[src/rtl/onehot_to_bin_pipe_hyper.sv]
// One-hot to binary encoder with a 2-entry in-order output buffer and
// multi-hot error tracking (sticky flag plus saturating counter).
// Words are encoded at acceptance; the buffer head drives the outputs
// straight from registers, so the output data is stable under backpressure.
module onehot_to_bin_pipe_hyper #(
    parameter int unsigned ONEHOT_WIDTH  = 16,
    parameter int unsigned BIN_WIDTH     = $clog2(ONEHOT_WIDTH),
    parameter bit          PRIO_LSB      = 1'b1,
    parameter int unsigned ERR_CNT_WIDTH = 8
) (
    input  logic                     clk_i,
    input  logic                     rst_i,
    input  logic                     in_valid_i,
    output logic                     in_ready_o,
    input  logic [ONEHOT_WIDTH-1:0]  in_onehot_i,
    output logic                     out_valid_o,
    input  logic                     out_ready_i,
    output logic [BIN_WIDTH-1:0]     out_bin_o,
    output logic                     out_zero_o,
    output logic                     out_multi_o,
    input  logic                     err_clr_i,
    output logic                     err_sticky_o,
    output logic [ERR_CNT_WIDTH-1:0] err_cnt_o
);

    // Elaboration-time parameter legality checks
    if (ONEHOT_WIDTH < 2 || ONEHOT_WIDTH > 64) begin : gen_bad_width
        $error("ONEHOT_WIDTH must be in 2..64");
    end
    if (BIN_WIDTH != $clog2(ONEHOT_WIDTH)) begin : gen_bad_bin_width
        $error("BIN_WIDTH is derived from ONEHOT_WIDTH and must not be overridden");
    end
    if (ERR_CNT_WIDTH < 1 || ERR_CNT_WIDTH > 32) begin : gen_bad_cnt_width
        $error("ERR_CNT_WIDTH must be in 1..32");
    end

    // Buffer occupancy
    localparam logic [1:0] EMPTY = 2'd0;
    localparam logic [1:0] ONE   = 2'd1;
    localparam logic [1:0] FULL  = 2'd2;

    logic [1:0]               state_q, state_d;
    logic                     in_ready_q, in_ready_d;
    logic                     out_valid_q, out_valid_d;

    // Head entry is the oldest word and feeds the outputs; tail only used in FULL
    logic [BIN_WIDTH-1:0]     head_bin_q, head_bin_d;
    logic                     head_zero_q, head_zero_d;
    logic                     head_multi_q, head_multi_d;
    logic [BIN_WIDTH-1:0]     tail_bin_q, tail_bin_d;
    logic                     tail_zero_q, tail_zero_d;
    logic                     tail_multi_q, tail_multi_d;

    logic                     err_sticky_q, err_sticky_d;
    logic [ERR_CNT_WIDTH-1:0] err_cnt_q, err_cnt_d;

    logic [BIN_WIDTH-1:0]     enc_bin;
    logic                     enc_zero;
    logic                     enc_multi;
    logic                     push;
    logic                     pop;

    // Handshakes use only registered ready/valid, never out_ready_i -> in_ready_o
    assign push = in_valid_i & in_ready_q;
    assign pop  = out_valid_q & out_ready_i;

    // Encode the incoming word: lowest-set-bit index or OR of all set indices
    always_comb begin
        enc_bin = '0;
        if (PRIO_LSB) begin
            // Descending scan so the lowest set bit is the last to write
            for (int i = int'(ONEHOT_WIDTH) - 1; i >= 0; i--) begin
                if (in_onehot_i[i]) begin
                    enc_bin = BIN_WIDTH'(i);
                end
            end
        end else begin
            for (int i = 0; i < int'(ONEHOT_WIDTH); i++) begin
                if (in_onehot_i[i]) begin
                    enc_bin = enc_bin | BIN_WIDTH'(i);
                end
            end
        end
    end

    // Zero / multi-hot flags; x & (x-1) is nonzero iff two or more bits are set
    always_comb begin
        enc_zero  = (in_onehot_i == '0);
        enc_multi = ((in_onehot_i & (in_onehot_i - ONEHOT_WIDTH'(1))) != '0);
    end

    // Buffer next-state: occupancy transitions and entry movement
    always_comb begin
        state_d      = state_q;
        head_bin_d   = head_bin_q;
        head_zero_d  = head_zero_q;
        head_multi_d = head_multi_q;
        tail_bin_d   = tail_bin_q;
        tail_zero_d  = tail_zero_q;
        tail_multi_d = tail_multi_q;
        case (state_q)
            EMPTY: begin
                if (push) begin
                    state_d      = ONE;
                    head_bin_d   = enc_bin;
                    head_zero_d  = enc_zero;
                    head_multi_d = enc_multi;
                end
            end
            ONE: begin
                if (push && pop) begin
                    head_bin_d   = enc_bin;
                    head_zero_d  = enc_zero;
                    head_multi_d = enc_multi;
                end else if (push) begin
                    state_d      = FULL;
                    tail_bin_d   = enc_bin;
                    tail_zero_d  = enc_zero;
                    tail_multi_d = enc_multi;
                end else if (pop) begin
                    state_d      = EMPTY;
                end
            end
            FULL: begin
                // in_ready_o is low here, so only a pop can happen
                if (pop) begin
                    state_d      = ONE;
                    head_bin_d   = tail_bin_q;
                    head_zero_d  = tail_zero_q;
                    head_multi_d = tail_multi_q;
                end
            end
            default: begin
                state_d = EMPTY;
            end
        endcase
        in_ready_d  = (state_d != FULL);
        out_valid_d = (state_d != EMPTY);
    end

    // Error status next-state; a clear coincident with a multi-hot accept keeps that event
    always_comb begin
        err_sticky_d = err_sticky_q;
        err_cnt_d    = err_cnt_q;
        if (err_clr_i) begin
            err_sticky_d = push & enc_multi;
            err_cnt_d    = (push & enc_multi) ? ERR_CNT_WIDTH'(1) : '0;
        end else if (push && enc_multi) begin
            err_sticky_d = 1'b1;
            if (err_cnt_q != '1) begin
                err_cnt_d = err_cnt_q + ERR_CNT_WIDTH'(1);
            end
        end
    end

    // Buffer control and handshake registers
    always_ff @(posedge clk_i) begin
        if (rst_i) begin
            state_q     <= EMPTY;
            in_ready_q  <= 1'b1;
            out_valid_q <= 1'b0;
        end else begin
            state_q     <= state_d;
            in_ready_q  <= in_ready_d;
            out_valid_q <= out_valid_d;
        end
    end

    // Buffer entry storage
    always_ff @(posedge clk_i) begin
        if (rst_i) begin
            head_bin_q   <= '0;
            head_zero_q  <= 1'b0;
            head_multi_q <= 1'b0;
            tail_bin_q   <= '0;
            tail_zero_q  <= 1'b0;
            tail_multi_q <= 1'b0;
        end else begin
            head_bin_q   <= head_bin_d;
            head_zero_q  <= head_zero_d;
            head_multi_q <= head_multi_d;
            tail_bin_q   <= tail_bin_d;
            tail_zero_q  <= tail_zero_d;
            tail_multi_q <= tail_multi_d;
        end
    end

    // Error status registers
    always_ff @(posedge clk_i) begin
        if (rst_i) begin
            err_sticky_q <= 1'b0;
            err_cnt_q    <= '0;
        end else begin
            err_sticky_q <= err_sticky_d;
            err_cnt_q    <= err_cnt_d;
        end
    end

    assign in_ready_o   = in_ready_q;
    assign out_valid_o  = out_valid_q;
    assign out_bin_o    = head_bin_q;
    assign out_zero_o   = head_zero_q;
    assign out_multi_o  = head_multi_q;
    assign err_sticky_o = err_sticky_q;
    assign err_cnt_o    = err_cnt_q;

endmodule

[config.mk]
export PLATFORM = sky130hd
export DESIGN_NAME = onehot_to_bin_pipe_hyper
export DESIGN_NICKNAME = d
export VERILOG_FILES = /design/src/rtl/onehot_to_bin_pipe_hyper.sv
export SDC_FILE = /design/constraint.sdc
export NUM_CORES = 1
export LEC_CHECK = 0
export CAP_MARGIN = 20
export CORE_MARGIN = 5
export CORE_UTILIZATION = 45
export DETAILED_ROUTE_END_ITERATION = 7
export PLACE_DENSITY = 0.75
export SLEW_MARGIN = 20
export SYNTH_ARGS = -nofsm -noshare
export SYNTH_HDL_FRONTEND = slang
export SYNTH_SLANG_ARGS = --single-unit
[constraint.sdc]
create_clock -name clk_i -period 2.9 [get_ports clk_i]
set_input_delay 0.725 -clock clk_i [delete_from_list [all_inputs] [get_ports clk_i]]
set_output_delay 0.725 -clock clk_i [all_outputs]
set_load 0.02 [all_outputs]
Word level (Yosys, flattened, before mapping):

Index checks and enable logic that the tools add are counted.

* output and inout port bits: 17
* input port bits: 21
* word-level logic and storage cells: 77
* register bits after elaboration: 25

* bitwise gates (word level): 5
* eq/ne operators: 7
* multiplexer cells: 40
* add/subtract/negate cells: 2
* reductions and logical operators: 12

Operators by type and width (number)
* $mux 4: 19
* $mux 8: 3
* $and 16x16->16: 1
* $logic_not 16->1: 1
* $reduce_bool 16->1: 1
* $sub 16x1->16 const B: 1
* $pmux 4 s3: 1
* $mux 2: 5
* $mux 1: 9
* $add 8x1->8 const B: 1
* $ne 2x2->1 const B: 4
* $ne 8x8->1 const B: 1
* $pmux 1 s3: 2
* $pmux 2 s3: 1
* $reduce_bool 2->1: 3
* $reduce_and 4->1: 1
* $and 1x1->1: 3
* $reduce_and 3->1: 1
* $reduce_bool 3->1: 1
* $eq 2x1->1 const B: 1
* $eq 2x2->1 const B: 1
* $logic_and 1x1->1: 2
* $logic_not 2->1: 1
* $reduce_and 2->1: 1
* $not 1->1: 1

Longest topological paths before layout:

Gate-level depths: netlist (run 1).

* depth in word-level cells: 18
* gate-level depth with buffers: 9
* depth with buffers taken out: 7

Worst setup path before layout (run 1):

Ideal clock, no wire load.

* kind: input-to-reg
* start: input port in_onehot_i[0]
* end: register err_cnt_q[4] (netlist: err_cnt_o[4])
* path slack: 0.408 ns
* buffers on the path: 2
* library setup time: 0.122 ns
* arrival: 2.370 ns
* stages: 9
* cells stage by stage: clkbuf_2 or4_4 maj3_2 nor3_2 a2bb2oi_2 and3_4 buf_6 o21bai_1 o311a_1

* cells in the longest elaborated chain, start to end: 6

Ends and longest elaborated chain
* from (decl): line 15 `input logic [ONEHOT_WIDTH-1:0] in_onehot_i,`
* $sub 16x1->16: line 89 `enc_multi = ((in_onehot_i & (in_onehot_i - ONEHOT_WIDTH'(1))) != '0);`
* $and 16x16->16 *: line 89
* $reduce_bool 16->1 *: line 89
* $logic_and 1x1->1 *: line 148 `end else if (push && enc_multi) begin`
* $reduce_bool 2->1 (no line) *
* $reduce_and 2->1 (no line) *
* to (signal assigned): line 195 `err_cnt_q <= err_cnt_d;`
* to (decl): line 55 `logic [ERR_CNT_WIDTH-1:0] err_cnt_q, err_cnt_d;`

Mark *: on every way between the ends. The rest lies on a longest branch, timed or not.
A chain may end at the register's enable or synchronous reset.

Worst setup path after layout (run 1):

* start: input port in_onehot_i[3]
* end: register err_cnt_q[4] (netlist: err_cnt_o[4])

The elaborated chain is that of the path after synthesis.

==> reports/qor.yml, run 1 <==
floorplan:
  die_x_um: 67.2
  std_cell_rows: 20
  core_area_sq_um: 3100
  ios: 38
  initial_core_util_pct: 47.5
  fp.dieArea_sq_um: 4520
  die_y_um: 67.2
critical_path:
  crit_type: "in2reg"
  end_kind: "flop"
  crit_arrival_ps: 2890
  r2r_cells: 6
  critical_path.startpoint: "in_onehot_i[3]"
  r2r-end: "err_cnt_o[5]"
  r2r_start: "err_cnt_o[0]"
  rrSetupSlack_ps: 780
  cp.required_ps: 3130
  start_kind: "input pin"
  crit_fanout: 11
routing:
  drc: 0
  vias: 1582
  dr.pass1.iters: 4
  drtIter0Drc: 96
  wl_per_cell_um: 12.8
  wl_mm: 3.65
  ant_nets: 0
  avgViaCountPerCell: 5.57
place:
  io_buffers: 37
  dp.final_hpwl_mm: 2.90
  globalplace.congestion: 0.885
yosys:
  syn_area_sq_um: 1470
  synth_flop_cell: "dfxtp_1"
  synth_edf_count: 0
  ys_async_sr_fraction_pct: 0
  ys_seq_elements: 25
  synthCells: 186
  yosys_warnings: 0
  ys_seq_area_share_pct: 34.0
  synth_nets: 208
  synth_cell_type_count: 51
  avgSynthCellArea_sq_um: 7.92
power_and_ir_drop:
  vdd_ir_drop_max_v: 0.000299
  power.leakage_uw: 0.000723
  p_seq_share_pct: 50.0
  p_sw_uw: 240
  power_frac_comb_pct: 28.3
  internal_power_uw: 527
  p_sw_share_pct: 31.2
  powerDensity_nw_per_um2: 378
  pwr-share-clk_pct: 21.6
global_routing:
  antenna_found_initial: 0
  grt_pass1_wl_mm: 6.14
  overflow: 0
  grt_pass1_vias: 1444
  grt_max_degree: 16
  grt_usage_pct: 17.3
layout:
  final_common_cell: "clkdlybuf4s50_1"
  drive_gt1_share_pct: 16.3
  final_nets: 263
  mostFrequentLayoutCells: "clkdlybuf4s50_1, nor2_1, dfxtp_1"
  n_antenna_cell: 0
  syn2layout_area_growth_pct: 38.0
  utilization_pct: 65.5
clocking:
  clkTransAtPathRegs_ps: 150
  post_cts_buffers: 0
  cts-root-buf: "clkbuf_4"
  numClockSinks: 25
  cts_resized: 0
  cts_tree: "yes"
  numCtsBuffers: 3
  clock_path_buffers: 2
  htreeDepth: 1
  worstSkewPairLatency_ps: 330
  hold_buffers: 0
hold_path:
  holdPathStages: 2
  whs_endpoint: "tail_bin_q[3]"
  min_from: "tail_bin_q[3]"
  min_path_type: "reg2reg"
sta:
  worst_pin_slew_ps: 584
  finalClockSkew_ps: 8.15
  fmax_mhz: 376
  finalHoldViolCount: 0
  period_share_pct: 91.6
  drv_slew: 0
  fin_crit_ps: 2660
  tns_ps: 0
  max_slew_margin_pct: 61.0
  rsz0062_at_grt: "false"
  setup_viol: 0
run_status:
  status: "finished clean"
run:
  drv_cap: 0
[worst max-delay path, cell delays in order]
cell	delay, ps
clkdlybuf4s50_1	430
or4_4	570
a2111oi_0	340
buf_4	190
a2bb2oi_2	140
and3_4	280
o21bai_1	100
o311a_1	120
[kinds of logic after synthesis]
group           synth area share (%)
simple gates                    32.0
flops                           34.0
compound gates                  27.4
buf+inv                         3.65
fa+ha+maj                       2.97
[state kept, by name, summed over array words and instances (netlist names)]
| signal | cells |
|---|---|
| out_zero_o | 1 |
| in_ready_o | 1 |
| out_valid_o | 1 |
| tail_bin_q | 4 |
| tail_multi_q | 1 |
| err_sticky_o | 1 |
| tail_zero_q | 1 |
| err_cnt_o | 8 |
| state_q | 2 |
| out_multi_o | 1 |
| out_bin_o | 4 |
[how the worst max path moves through the flow]
stage	endpoint	cells past startpoint
2_1_floorplan	err_cnt_o[4]	9
3_3_place_gp	err_cnt_o[4]	8
3_5_place_dp	err_cnt_o[4]	8
4_1_cts	err_cnt_o[4]	8
5_1_grt	err_cnt_o[2]	8
6_report	err_cnt_o[4]	8
[power by group through the flow]
| stage | clock, uW | combinational [uW] | sequential (uW) |
|---|---|---|---|
| detailed placement | 0 | 217 | 391 |
| global route | 183 | 237 | 388 |
| floorplan | 0 | 88.8 | 410 |
| finish | 166 | 217 | 384 |
| global placement | 0 | 213 | 390 |
| CTS | 174 | 217 | 384 |
[cell usage after synthesis (2+ instances only)]
cell,n,area share (%)
nor2b_1,4,1.7
o21ai_0,4,1.4
o21ai_2,2,1.2
o41ai_1,4,2.4
maj3_1,2,1.4
or2_2,2,0.85
a21o_1,3,1.5
and3_1,5,2.1
nand2b_1,2,0.85
nor4_1,4,1.7
clkbuf_1,3,0.76
buf_6,2,1.5
dfxtp_1,25,34
or3_1,3,1.3
inv_1,4,1.0
o211ai_1,2,1.0
nand2_1,21,5.4
or3_2,2,1.0
nor3_1,6,2.0
a311oi_1,3,1.8
a21oi_2,2,1.2
o31ai_1,2,1.0
o21bai_1,3,1.5
a2111oi_0,2,1.2
a211oi_1,4,2.0
nand3_1,3,1.0
a21oi_1,15,5.1
nor2_1,25,6.4
nand4_1,3,1.3
and2_1,3,1.3
[cell type report]
cell class / instances / area, sq um
repair buffers: 56 / 513
inverters: 4 / 15.0
multi-input cells: 151 / 918
clock inverters: 1 / 7.51
flip-flops and latches: 25 / 500
clock buffers: 3 / 22.5
fillers: 298 / 1070
well taps: 44 / 55.1
[routing by layer]
layer  vias up  global-route usage (%)  wire length (um)
li1        808                       -                 -
met1       716                    21.2              1670
met2        54                    30.3              1740
met3         4                    3.16               199
met4         0                    5.82                38
met5         -                       0                 0
[per-stage QoR]
step / cell area (sq um) / std cells / hold slack, ps / setup slack [ps] / power (uW)
4_1_cts: 2030 / 284 / 475 / 262 / 776
3_5_place_dp: 2000 / 280 / 454 / -96.4 / 608
5_1_grt: 2030 / 284 / 513 / 98.5 / 808
6_report: 2030 / 284 / 480 / 244 / 767
2_1_floorplan: 1470 / 186 / 437 / 408 / 499
3_3_place_gp: 2000 / 280 / 445 / -45.7 / 604
(Power assumes the default switching activity.)
==> inputs of run 2 (changes only) <==
--- a/config.mk
+++ b/config.mk
@@ -5,6 +5,7 @@
 export SDC_FILE = /design/constraint.sdc
 export NUM_CORES = 1
 export LEC_CHECK = 0
+export ABC_CLOCK_PERIOD_IN_PS = 2900
 export CAP_MARGIN = 20
 export CORE_MARGIN = 5
 export CORE_UTILIZATION = 45
==> results of run 2 <==
Final layout, timing and power as in run 1 (identical DEF).
==> inputs of run 3 (changes only) <==
--- a/config.mk
+++ b/config.mk
@@ -5,12 +5,12 @@
 export SDC_FILE = /design/constraint.sdc
 export NUM_CORES = 1
 export LEC_CHECK = 0
-export ABC_CLOCK_PERIOD_IN_PS = 2900
+export ABC_CLOCK_PERIOD_IN_PS = 3300
 export CAP_MARGIN = 20
 export CORE_MARGIN = 5
 export CORE_UTILIZATION = 45
 export DETAILED_ROUTE_END_ITERATION = 7
-export PLACE_DENSITY = 0.75
+export PLACE_DENSITY = 0.79
 export SLEW_MARGIN = 20
 export SYNTH_ARGS = -nofsm -noshare
 export SYNTH_HDL_FRONTEND = slang
==> constraint.sdc (replaced) <==
create_clock -name clk_i -period 3.3 [get_ports clk_i]
set_input_delay 0.825 -clock clk_i [delete_from_list [all_inputs] [get_ports clk_i]]
set_output_delay 0.825 -clock clk_i [all_outputs]
set_load 0.02 [all_outputs]
==> run 3 against run 2 <==
  * Hold slack worse by 10 ps
  * Register-to-register slack better by 400 ps
  * Flip-flop and latch count unchanged
  * Sequential share of layout area up 1.4 points
  * Count of clock-buffer cells in the layout did not move
  * Total power is 15% lower
  * Largest cell class unchanged
==> reports/qor.yml, run 3 (synthesized netlist as in run 1, its figures left out) <==
routing:
  wl_mm: 3.39  # was 3.65 mm
  drtIter0Drc: 82  # was 96
  ant_nets: 0  # unchanged
  dr.pass1.iters: 5  # was 4
  avgViaCountPerCell: 5.54  # was 5.57
  drc: 0  # unchanged
  vias: 1497  # was 1582
  wl_per_cell_um: 12.6  # was 12.8 um
critical_path:
  crit_fanout: 11  # unchanged
  path_delay_family: "simple AND/OR/NAND/NOR gates"  # unchanged
  cp_slowest_cell: "clkdlybuf4s50_1"  # was or4_4
  crit_arrival_ps: 3020  # was 2890 ps
  critical_path.cell_chain: "clkdlybuf4s50_1 > nor4_1 > nand4_1 > maj3_1 > nor2_1 > and3_4 > o21bai_1 > o311a_1"  # was clkdlybuf4s50_1 > or4_4 > a2111oi_0 > buf_4 > a2bb2oi_2 > and3_4 > o21bai_1 > o311a_1
  cp.required_ps: 3530  # was 3130 ps
  start_kind: "input pin"  # unchanged
  end_kind: "flop"  # unchanged
  r2r_cells: 6  # unchanged
  cp.buffers_inverters: 1  # was 2
  worst-path-stages: 8  # unchanged
  max_stage_delay_ps: 510  # was 570 ps
  crit_type: "in2reg"  # unchanged
layout:
  final_nets: 249  # was 263
  syn2layout_area_growth_pct: 30.7  # was 38.0%
  drive_gt1_share_pct: 11.1  # was 16.3%
  n_antenna_cell: 0  # unchanged
  utilization_pct: 62.0  # was 65.5%
  largest_reg_flops: 8  # unchanged
  finalNonFillerCells: 270  # was 284
  final_common_cell: "clkdlybuf4s50_1"  # unchanged
  mostFrequentLayoutCells: "clkdlybuf4s50_1, nor2_1, dfxtp_1"  # unchanged
clocking:
  worstSkewPairLatency_ps: 320  # was 330 ps
  htreeDepth: 1  # unchanged
  numClockSinks: 25  # unchanged
  hold_buffers: 0  # unchanged
  cts_resized: 0  # unchanged
  cts-root-buf: "clkbuf_4"  # unchanged
  cts_tree: "yes"  # unchanged
  numCtsBuffers: 3  # unchanged
  clock_path_buffers: 2  # unchanged
  clkTransAtPathRegs_ps: 140  # was 150 ps
  post_cts_buffers: 0  # unchanged
power_and_ir_drop:
  p_total_uw: 652  # was 767 uW
  power.leakage_uw: 0.000659  # was 0.000723 uW
  powerDensity_nw_per_um2: 339  # was 378 nW/um^2
  vdd_ir_drop_max_v: 0.000236  # was 0.000299 V
floorplan:
  fp.dieArea_sq_um: 4520  # unchanged
  die_x_um: 67.2  # unchanged
  core_area_sq_um: 3100  # unchanged
  initial_core_util_pct: 47.5  # unchanged
  die_y_um: 67.2  # unchanged
  ios: 38  # unchanged
  std_cell_rows: 20  # unchanged
sta:
  period_share_pct: 84.6
  hold_slack_ps: 470  # was 480 ps
  finalHoldViolCount: 0  # unchanged
  max_slew_margin_pct: 62.3  # was 61.0%
  drv_slew: 0  # unchanged
  fmax_mhz: 358
  worst_pin_slew_ps: 552  # was 584 ps
  tns_ps: 0  # unchanged
  rsz0062_at_grt: "false"  # unchanged
  finalClockSkew_ps: 10.0  # was 8.15 ps
  fin_crit_ps: 2790
  setup_viol: 0  # unchanged
hold_path:
  min_path_type: "reg2reg"  # unchanged
  holdPathStages: 2  # unchanged
place:
  dp.final_hpwl_mm: 2.61  # was 2.90 mm
  placed_cells: 266  # was 280
  io_buffers: 37  # unchanged
  globalplace.congestion: 0.836  # was 0.885
global_routing:
  antenna_found_initial: 0  # unchanged
  grt_pass1_vias: 1280  # was 1444
  overflow: 0  # unchanged
  grt_max_degree: 16  # unchanged
  grt_pass1_wl_mm: 5.62  # was 6.14 mm
  grt_usage_pct: 15.8  # was 17.3%
run:
  drv_cap: 0  # unchanged
run_status:
  status: "finished clean"  # unchanged
run 3: cell count changes in the layout (fill, tap and decap cells not counted):
cell        delta
clkinv_2       +1
clkinvlp_4     -1
buf_4         -14
run 3: layout make-up:
cell class,count,area [sq um]
Multi-Input combinational cell,151,918
Clock inverter,1,5.00
Fill cell,302,1180
Tap cell,44,55.1
Inverter,4,15.0
Clock buffer,3,22.5
Timing Repair Buffer,42,408
Sequential cell,25,500
run 3: power by group:
group	total, uW	switching, uW	internal (uW)
registers	338	15.4	322
logic	176	92.5	83.8
clock network	138	92.5	45.3
run 3: worst register-to-register path, cell delays in order, from the launching register on:
cell	delay, ps
dfxtp_1	380
ha_1	220
and3_1	230
and3_1	240
or4_1	550
or3_1	320
a21oi_1	140
run 3: per-stage QoR:
step	instance area, sq um	worst slack (ps)
finish	1920	508
global route	1920	369
global placement	1900	208
CTS	1920	530
detailed placement	1900	186
floorplan	1470	708
run 3: metal layers:
layer | track usage (%) | vias up | share of wire (%)
li1 | - | 780 | -
met1 | 21.1 | 669 | 48
met2 | 25.9 | 44 | 45
met3 | 3.66 | 4 | 5.4
met4 | 3.29 | 0 | 1.2
met5 | 0 | - | 0
run 3: worst paths after layout:
| check | from | endpoint | slack [ps] |
|---|---|---|---|
| worst max-delay path | in_onehot_i[2] | err_cnt_o[4] | 510 |
| worst min-delay path | tail_bin_q[3] | tail_bin_q[3] | 470 |
| worst max register to register | err_cnt_o[0] | err_cnt_o[5] | 1180 |
| worst min register to register | tail_bin_q[3] | tail_bin_q[3] | 470 |
